==> src/rtl/tamagotchi_pkg.sv <==
// rtl/tamagotchi_pkg.sv - shared button indices, hold-timer states and helpers for the pet front end
// Contents:
//   BTN_* localparams  index of each raw button in raw_btn
//   NUM_BTN / NUM_ACT  total buttons / action buttons (the low NUM_ACT indices)
//   hold_state_t       hold timer states IDLE, COUNT, DONE
//   first_one()        keeps only the lowest set bit (lowest index = highest priority)
package tamagotchi_pkg;

    localparam int BTN_SALUD     = 0;
    localparam int BTN_ENERGIA   = 1;
    localparam int BTN_HAMBRE    = 2;
    localparam int BTN_DIVERSION = 3;
    localparam int BTN_RESET     = 4;
    localparam int BTN_TEST      = 5;
    localparam int NUM_BTN       = 6;
    localparam int NUM_ACT       = 4;

    typedef enum logic [1:0] {
        IDLE  = 2'd0,
        COUNT = 2'd1,
        DONE  = 2'd2
    } hold_state_t;

    function automatic logic [NUM_ACT-1:0] first_one(input logic [NUM_ACT-1:0] v);
        return v & (~v + NUM_ACT'(1));
    endfunction

endpackage

==> src/rtl/btn_debounce.sv <==
// rtl/btn_debounce.sv - one-button 2-FF synchroniser, debounce and rise detect
// Ports:
//   clk    in   system clock
//   rst    in   asynchronous active-high reset
//   raw    in   raw asynchronous button level
//   level  out  debounced level (1 = pressed)
//   rise   out  high for the one cycle after level goes 0->1 (combinational)
// Parameters:
//   DB_CYC          consecutive disagreeing cycles before the debounced level flips (>= 1)
//   BTN_ACTIVE_LOW  1 = invert raw before synchronising
module btn_debounce #(
    parameter int DB_CYC         = 4,
    parameter bit BTN_ACTIVE_LOW = 1'b0
) (
    input  logic clk,
    input  logic rst,
    input  logic raw,
    output logic level,
    output logic rise
);

    localparam int CNT_W = (DB_CYC > 1) ? $clog2(DB_CYC) : 1;

    logic             sync1;
    logic             sync2;
    logic             level_q;
    logic             level_d1;
    logic [CNT_W-1:0] cnt;

    always_ff @(posedge clk or posedge rst) begin
        if (rst) begin
            sync1    <= 1'b0;
            sync2    <= 1'b0;
            level_q  <= 1'b0;
            level_d1 <= 1'b0;
            cnt      <= '0;
        end else begin
            sync1    <= raw ^ BTN_ACTIVE_LOW;
            sync2    <= sync1;
            level_d1 <= level_q;
            // cnt holds the number of disagreeing cycles already seen; the
            // DB_CYC-th one flips the level so the flip lands 2+DB_CYC cycles
            // after a clean raw edge.
            if (sync2 != level_q) begin
                if (cnt == CNT_W'(DB_CYC - 1)) begin
                    level_q <= sync2;
                    cnt     <= '0;
                end else begin
                    cnt <= cnt + CNT_W'(1);
                end
            end else begin
                cnt <= '0;
            end
        end
    end

    assign level = level_q;
    assign rise  = level_q & ~level_d1;

endmodule

==> src/rtl/tamagotchi_btn_conditioner.sv <==
// rtl/tamagotchi_btn_conditioner.sv - button front end: debounce, action pulses, reset/test hold timers
// Ports:
//   clk            in   system clock
//   rst            in   asynchronous active-high reset
//   raw_btn[5:0]   in   [0]salud [1]energia [2]hambre [3]diversion [4]reset [5]test, asynchronous
//   btn_salud      out  one-cycle press pulse (same for energia, hambre, diversion; at most one-hot)
//   btn_reset      out  one-cycle pulse once reset has been held HOLD_S seconds
//   btn_test       out  one-cycle pulse once test has been held HOLD_S seconds
//   count_reset    out  whole seconds reset held, saturating at HOLD_S
//   count_test     out  whole seconds test held, saturating at HOLD_S
// Build option: define AUTO_REPEAT_EN to auto-repeat held action buttons
//   (first repeat REPEAT_DLY_MS after the press pulse, then every REPEAT_MS).
module tamagotchi_btn_conditioner
    import tamagotchi_pkg::*;
#(
    parameter int CLK_HZ         = 50_000_000,
    parameter int DEBOUNCE_MS    = 20,
    parameter int HOLD_S         = 5,
    parameter int BTN_ACTIVE_LOW = 0,
    parameter int REPEAT_DLY_MS  = 500,
    parameter int REPEAT_MS      = 200
) (
    input  logic               clk,
    input  logic               rst,
    input  logic [NUM_BTN-1:0] raw_btn,
    output logic               btn_salud,
    output logic               btn_energia,
    output logic               btn_hambre,
    output logic               btn_diversion,
    output logic               btn_reset,
    output logic               btn_test,
    output logic [2:0]         count_reset,
    output logic [2:0]         count_test
);

    localparam int CYC_PER_S = CLK_HZ;
    localparam int CYC_W     = (CYC_PER_S > 1) ? $clog2(CYC_PER_S) : 1;
    localparam int DB_RAW    = CLK_HZ / 1000 * DEBOUNCE_MS;
    localparam int DB_CYC    = (DB_RAW > 0) ? DB_RAW : 1;
    localparam int RPT_D_RAW = CLK_HZ / 1000 * REPEAT_DLY_MS;
    localparam int RPT_P_RAW = CLK_HZ / 1000 * REPEAT_MS;
    localparam logic [31:0] RPT_DLY_CYC = 32'((RPT_D_RAW > 0) ? RPT_D_RAW : 1);
    localparam logic [31:0] RPT_CYC     = 32'((RPT_P_RAW > 0) ? RPT_P_RAW : 1);

`ifdef AUTO_REPEAT_EN
    localparam bit RPT_EN = 1'b1;
`else
    localparam bit RPT_EN = 1'b0;
`endif

    logic [NUM_BTN-1:0] level;
    logic [NUM_BTN-1:0] rise;

    for (genvar g = 0; g < NUM_BTN; g++) begin : g_db
        btn_debounce #(
            .DB_CYC        (DB_CYC),
            .BTN_ACTIVE_LOW(BTN_ACTIVE_LOW != 0)
        ) u_db (
            .clk  (clk),
            .rst  (rst),
            .raw  (raw_btn[g]),
            .level(level[g]),
            .rise (rise[g])
        );
    end

    // ------------------------------------------------------------------
    // Auto-repeat: one timer, owned by the highest-priority held action
    // button. Ownership change reloads the first delay; the request lands
    // in the same candidate vector as fresh presses.
    // ------------------------------------------------------------------
    logic [NUM_ACT-1:0] owner;
    logic [NUM_ACT-1:0] rpt_owner_q;
    logic [31:0]        rpt_cnt_q;
    logic [NUM_ACT-1:0] rpt_req;

    assign owner = first_one(level[NUM_ACT-1:0]);

    always_ff @(posedge clk or posedge rst) begin
        if (rst) begin
            rpt_owner_q <= '0;
            rpt_cnt_q   <= '0;
        end else if (owner != rpt_owner_q) begin
            rpt_owner_q <= owner;
            rpt_cnt_q   <= RPT_DLY_CYC;
        end else if (owner != '0) begin
            if (rpt_cnt_q <= 32'd1) begin
                rpt_cnt_q <= RPT_CYC;
            end else begin
                rpt_cnt_q <= rpt_cnt_q - 32'd1;
            end
        end
    end

    assign rpt_req = (RPT_EN && owner != '0 && owner == rpt_owner_q && rpt_cnt_q == 32'd1)
                   ? owner : '0;

    // ------------------------------------------------------------------
    // Action pulses: priority-select, suppressed while reset/test held.
    // ------------------------------------------------------------------
    logic [NUM_ACT-1:0] act_cand;
    logic [NUM_ACT-1:0] act_d;
    logic [NUM_ACT-1:0] act_q;

    assign act_cand = rise[NUM_ACT-1:0] | rpt_req;
    assign act_d    = (level[BTN_RESET] || level[BTN_TEST]) ? '0 : first_one(act_cand);

    always_ff @(posedge clk or posedge rst) begin
        if (rst) begin
            act_q <= '0;
        end else begin
            act_q <= act_d;
        end
    end

    assign btn_salud     = act_q[BTN_SALUD];
    assign btn_energia   = act_q[BTN_ENERGIA];
    assign btn_hambre    = act_q[BTN_HAMBRE];
    assign btn_diversion = act_q[BTN_DIVERSION];

    // ------------------------------------------------------------------
    // Hold timers: index 0 = reset, 1 = test.
    // ------------------------------------------------------------------
    logic [1:0]       hold_lvl;
    logic [1:0]       hold_rise;
    logic [1:0]       hold_kill;
    hold_state_t      st_q  [2];
    hold_state_t      st_d  [2];
    logic [CYC_W-1:0] cyc_q [2];
    logic [CYC_W-1:0] cyc_d [2];
    logic [2:0]       sec_q [2];
    logic [2:0]       sec_d [2];
    logic [1:0]       fire_d;
    logic [1:0]       fire_q;

    assign hold_lvl  = {level[BTN_TEST], level[BTN_RESET]};
    assign hold_rise = {rise[BTN_TEST], rise[BTN_RESET]};
    // Test is held in IDLE while reset is down; because IDLE only leaves on a
    // rise, test stays idle after reset releases until it is pressed again.
    assign hold_kill = {level[BTN_RESET], 1'b0};

    always_ff @(posedge clk or posedge rst) begin
        if (rst) begin
            for (int i = 0; i < 2; i++) begin
                st_q[i]  <= IDLE;
                cyc_q[i] <= '0;
                sec_q[i] <= '0;
            end
            fire_q <= '0;
        end else begin
            for (int i = 0; i < 2; i++) begin
                st_q[i]  <= st_d[i];
                cyc_q[i] <= cyc_d[i];
                sec_q[i] <= sec_d[i];
            end
            fire_q <= fire_d;
        end
    end

    always_comb begin
        fire_d = '0;
        for (int i = 0; i < 2; i++) begin
            st_d[i]  = st_q[i];
            cyc_d[i] = cyc_q[i];
            sec_d[i] = sec_q[i];
            if (!hold_lvl[i] || hold_kill[i]) begin
                st_d[i]  = IDLE;
                cyc_d[i] = '0;
                sec_d[i] = '0;
            end else begin
                case (st_q[i])
                    IDLE: begin
                        if (hold_rise[i]) begin
                            st_d[i]  = COUNT;
                            cyc_d[i] = '0;
                            sec_d[i] = '0;
                        end
                    end
                    COUNT: begin
                        if (cyc_q[i] == CYC_W'(CYC_PER_S - 1)) begin
                            cyc_d[i] = '0;
                            sec_d[i] = sec_q[i] + 3'd1;
                            if (sec_q[i] + 3'd1 == 3'(HOLD_S)) begin
                                st_d[i]   = DONE;
                                fire_d[i] = 1'b1;
                            end
                        end else begin
                            cyc_d[i] = cyc_q[i] + CYC_W'(1);
                        end
                    end
                    DONE: begin
                        sec_d[i] = 3'(HOLD_S);
                    end
                    default: begin
                        st_d[i]  = IDLE;
                        cyc_d[i] = '0;
                        sec_d[i] = '0;
                    end
                endcase
            end
        end
    end

    assign btn_reset   = fire_q[0];
    assign btn_test    = fire_q[1];
    assign count_reset = sec_q[0];
    assign count_test  = sec_q[1];

endmodule

==> config.mk <==
export PLATFORM = sky130hd
export DESIGN_NAME = tamagotchi_btn_conditioner
export DESIGN_NICKNAME = d
export VERILOG_FILES = /design/src/rtl/tamagotchi_pkg.sv /design/src/rtl/btn_debounce.sv /design/src/rtl/tamagotchi_btn_conditioner.sv
export SDC_FILE = /design/constraint.sdc
export NUM_CORES = 1
export LEC_CHECK = 0
export CELL_PAD_IN_SITES_DETAIL_PLACEMENT = 2
export CELL_PAD_IN_SITES_GLOBAL_PLACEMENT = 2
export CORE_UTILIZATION = 33
export CTS_CLUSTER_DIAMETER = 50
export CTS_CLUSTER_SIZE = 24
export DETAILED_ROUTE_END_ITERATION = 8
export PLACE_DENSITY_LB_ADDON = 0.1
export SLEW_MARGIN = 20
export SYNTH_ARGS = -nofsm -noshare
export SYNTH_HDL_FRONTEND = slang
export SYNTH_SLANG_ARGS = --single-unit
==> constraint.sdc <==
create_clock -name clk -period 7.8 [get_ports clk]
set_input_delay 1.56 -clock clk [delete_from_list [all_inputs] [get_ports clk]]
set_output_delay 1.56 -clock clk [all_outputs]
set_load 0.1 [all_outputs]
==> impl_results.md <==
* Run status: complete, no violations
* Port bufs at 19
* Worst R2R End: cyc_q[25]
* Crit path DAT at 2120 ps
* Post-CTS Setup Bufs at 0
* Total Power at 2848 uW
* CTS H-tree depth at 2
* GRT Overall Usage at 16.67%
* Slew margin rel. at 34.82%
* Boundary Pins at 20
* Share of cells above drive strength 1 at 7.755%
* FF-to-FF setup slack at 5020 ps
* Total number of vias at 7636
* Critical R2R Launch: cyc_q[16]
* Pint at 2246 uW
* RSZ-0062 raised after global routing: false
* CP max-delay cell: clkdlybuf4s50_1
* Synthesized flop and latch total at 212
* Critical path class: reg2out
* CP peak stage delay at 1180 ps
* Post-synth EDFFs at 0
* Cells on Worst Hold Path at 0
* Top cell type by total area after synthesis: dfrtp_1
* Cells after DPL at 1431
* Gate power share at 1.9%
* Worst Path Required at 6240 ps
* Sink Count at 212
* Area growth, synth to finish at 18.36%
* Antenna Nets Post-Route at 0
* Maximum vdd drop at 0.1106 mV
* Least-Margin Pin Slew at 974.7 ps
* Vias/cell at 5.118
* Final Hold Viols at 0
* Cell area power density at 234.2 nW/um^2
* Max clock buf depth at 3
* Cell variety after synth at 55
* Critical path peak fanout at 5
* Total iterations of the first detailed-routing run at 4
* Pin count of the biggest net entering global routing at 103
* Final std cells w/o fill at 1492
* Detail Placement HPWL at 16.02 mm
* Setup TNS Final at 0 ps
* TritonCTS clock tree: done
* Crit-path cells: clkdlybuf4s50_1
* Mapped Nets at 1063
* Chip Width at 178.5 um
* Kind of end point of the critical path: output port
* Max-Cap Viols at 0
* Post-synthesis sequential area ratio at 51.62%
* CP Launch Type: register
* DRT Wirelength at 24.80 mm
* Placer Congestion at 0.7254
* Worst Reg-to-Reg Cells at 5
* Die area at 31850 um^2
* Core area at 30590 um^2
* CTS Buf Count at 36
* Clock power frac at 58.7%
* Fin nets at 1100
* Number of inserted diodes at 0
* Top FF cell, synth: dfrtp_1
* Synth top area cells: dfrtp_1, xor2_1, nor2_1
* Vias in the first global route at 8614
* Post-synthesis instance total at 1036
* Util after Layout at 39.77%
* Hold-fix buffers, CTS at 0
* Hold Path End: g_db[0].u_db.sync2
* WP buf/inv at 1
* Final period utilization at 47.24%
* Synth warn at 0
* Antenna violations before repair at 0
* Synth async-reset ratio at 100.0%
* Starting Density at 33.60%
* Sw Share at 21.13%
* Syn Area/Cell at 9.920 um^2
* Reg clk slew, reported paths at 50 ps
* First-pass GRT wire length at 43.27 mm
* Hold_sp: g_db[0].u_db.sync1
* Worst skew pair latency at 500 ps
* Min cycle time layout at 3684 ps
* Sequential power share at 39.4%
* Lkg Pwr at 0.005090 uW
* CP delay by family, top: buffers and inverters
* Initial DRC count at 236
* Clk root buf: clkbuf_16
* Psw at 601.9 uW
* Site Rows at 64
* Cts repair resizes at 0
* Clock Skew at 12.25 ps
* Die H at 178.5 um
* Achievable frequency at 271.4 MHz
* Grt ovf at 0
* Post-synthesis instance area at 10280 um^2
* Residual DRC at 0
* Worst Hold Class: reg2reg
* Top cell type's share of synthesized area at 51.62%
* Drt wl/cell at 16.62 um
* Number of setup violations in the final report at 0
* Max Slew Vio Count at 0
[power groups by stage]
stage | Combinational (uW) | Sequential, uW | Clock, uW
2_1_floorplan | 39.5 | 1140 | 0
3_3_place_gp | 57.9 | 1140 | 0
3_5_place_dp | 58.9 | 1140 | 0
4_1_cts | 59.3 | 1120 | 1730
5_1_grt | 66.6 | 1120 | 1770
6_report | 54.8 | 1120 | 1670
[synth_stat cells (all sizes together), types with 18 or more instances]
library cell	n
nor2	190
inv	29
xnor2	71
and4	20
nand2	79
dfrtp	212
nor3	30
ha	19
clkbuf	18
and3	26
nand3	62
nor4	24
nand4	42
xor2	82
[layout make-up]
class | count | area, um^2
inverter | 29 | 116.4
sequential | 212 | 5305
multi-input combinational | 770 | 4750
clock buffer | 46 | 1020
fill | 3270 | 18430
tap | 396 | 495.5
timing repair buffer | 24 | 227.7
clock inverter | 15 | 250.2
[layout by cell type, fill, tap and decap left out, drive strengths merged, types with 2 or more instances in the layout]
master | synthesis | routed
nor2 | 190 | 190
nor3 | 30 | 30
nor2b | 6 | 6
or4bb | 3 | 3
mux2 | 8 | 8
ha | 19 | 19
xnor2 | 71 | 71
mux2i | 2 | 2
and3 | 26 | 26
xor2 | 82 | 82
o41ai | 2 | 2
nand3 | 62 | 62
inv | 29 | 32
o211ai | 2 | 2
nor3b | 3 | 3
nor4 | 24 | 24
nand2 | 79 | 79
clkbuf | 18 | 46
or2 | 7 | 7
and4 | 20 | 20
and2 | 12 | 12
a22o | 5 | 5
or4 | 6 | 6
clkinv | 0 | 5
o21ai | 13 | 13
bufinv | 0 | 6
dfrtp | 212 | 212
nor4b | 7 | 7
buf | 7 | 5
nand4 | 42 | 42
nand4b | 3 | 3
a21oi | 14 | 14
or3 | 5 | 5
clkdlybuf4s50 | 0 | 19
nand2b | 6 | 6
a21o | 3 | 3
[through the flow]
| stage | area (um^2) | setup slack (ps) | hold slack [ps] |
|---|---|---|---|
| 2_1_floorplan | 10280 | 445.8 | 331.2 |
| 3_3_place_gp | 10890 | 4264 | 334.1 |
| 3_5_place_dp | 10890 | 4283 | 336.4 |
| 4_1_cts | 12160 | 4093 | 347.2 |
| 5_1_grt | 12160 | 4057 | 354.3 |
| 6_report | 12160 | 4116 | 344.7 |
[per-layer routing]
metal	GRT usage (%)	part of all wire, %	up-vias	wire [um]
met1	21.34	47	3910	11660
met4	5.085	2.2	0	541
met3	2.685	2.6	39	645
li1	-	-	3625	-
met2	28.68	48	62	11950
met5	0	0	-	0
[flip-flops by register name, summed over array words and instances, names as in the netlist]
signal and count:
cyc_q 52, g_db.u_db.level_d1 6, fire_q 2, g_db.u_db.sync2 6, st_q 4, g_db.u_db.level 6
count_test 3, count_reset 3, g_db.u_db.sync1 6, act_q 4, g_db.u_db.cnt 120
[worst max path at each step]
stage	from	endpoint	slack [ps]	cells after the start
after floorplan	rst	act_q[0]	450	1
after global placement	rst	g_db[1].u_db.cnt[1]	4260	3
after detailed placement	rst	g_db[1].u_db.cnt[13]	4280	3
after CTS	count_reset[2]	count_reset[2]	4090	1
after global routing	count_reset[2]	count_reset[2]	4060	1
final	count_reset[2]	count_reset[2]	4120	1
[logic make-up (layout without fill, tap and decap cells)]
logic type | after synthesis | in the layout | share of synthesized area, %
AO/OA/AOI/OAI | 52 | 52 | 3.604
XOR/XNOR | 153 | 153 | 13.04
adder cells (fa/ha/maj) | 19 | 19 | 2.313
buffers and inverters | 54 | 114 | 2.167
flip-flops | 212 | 212 | 51.62
multiplexers | 10 | 10 | 1.071
AND/OR/NAND/NOR | 536 | 536 | 26.19
Note: power is estimated with default switching activity, not from simulation.
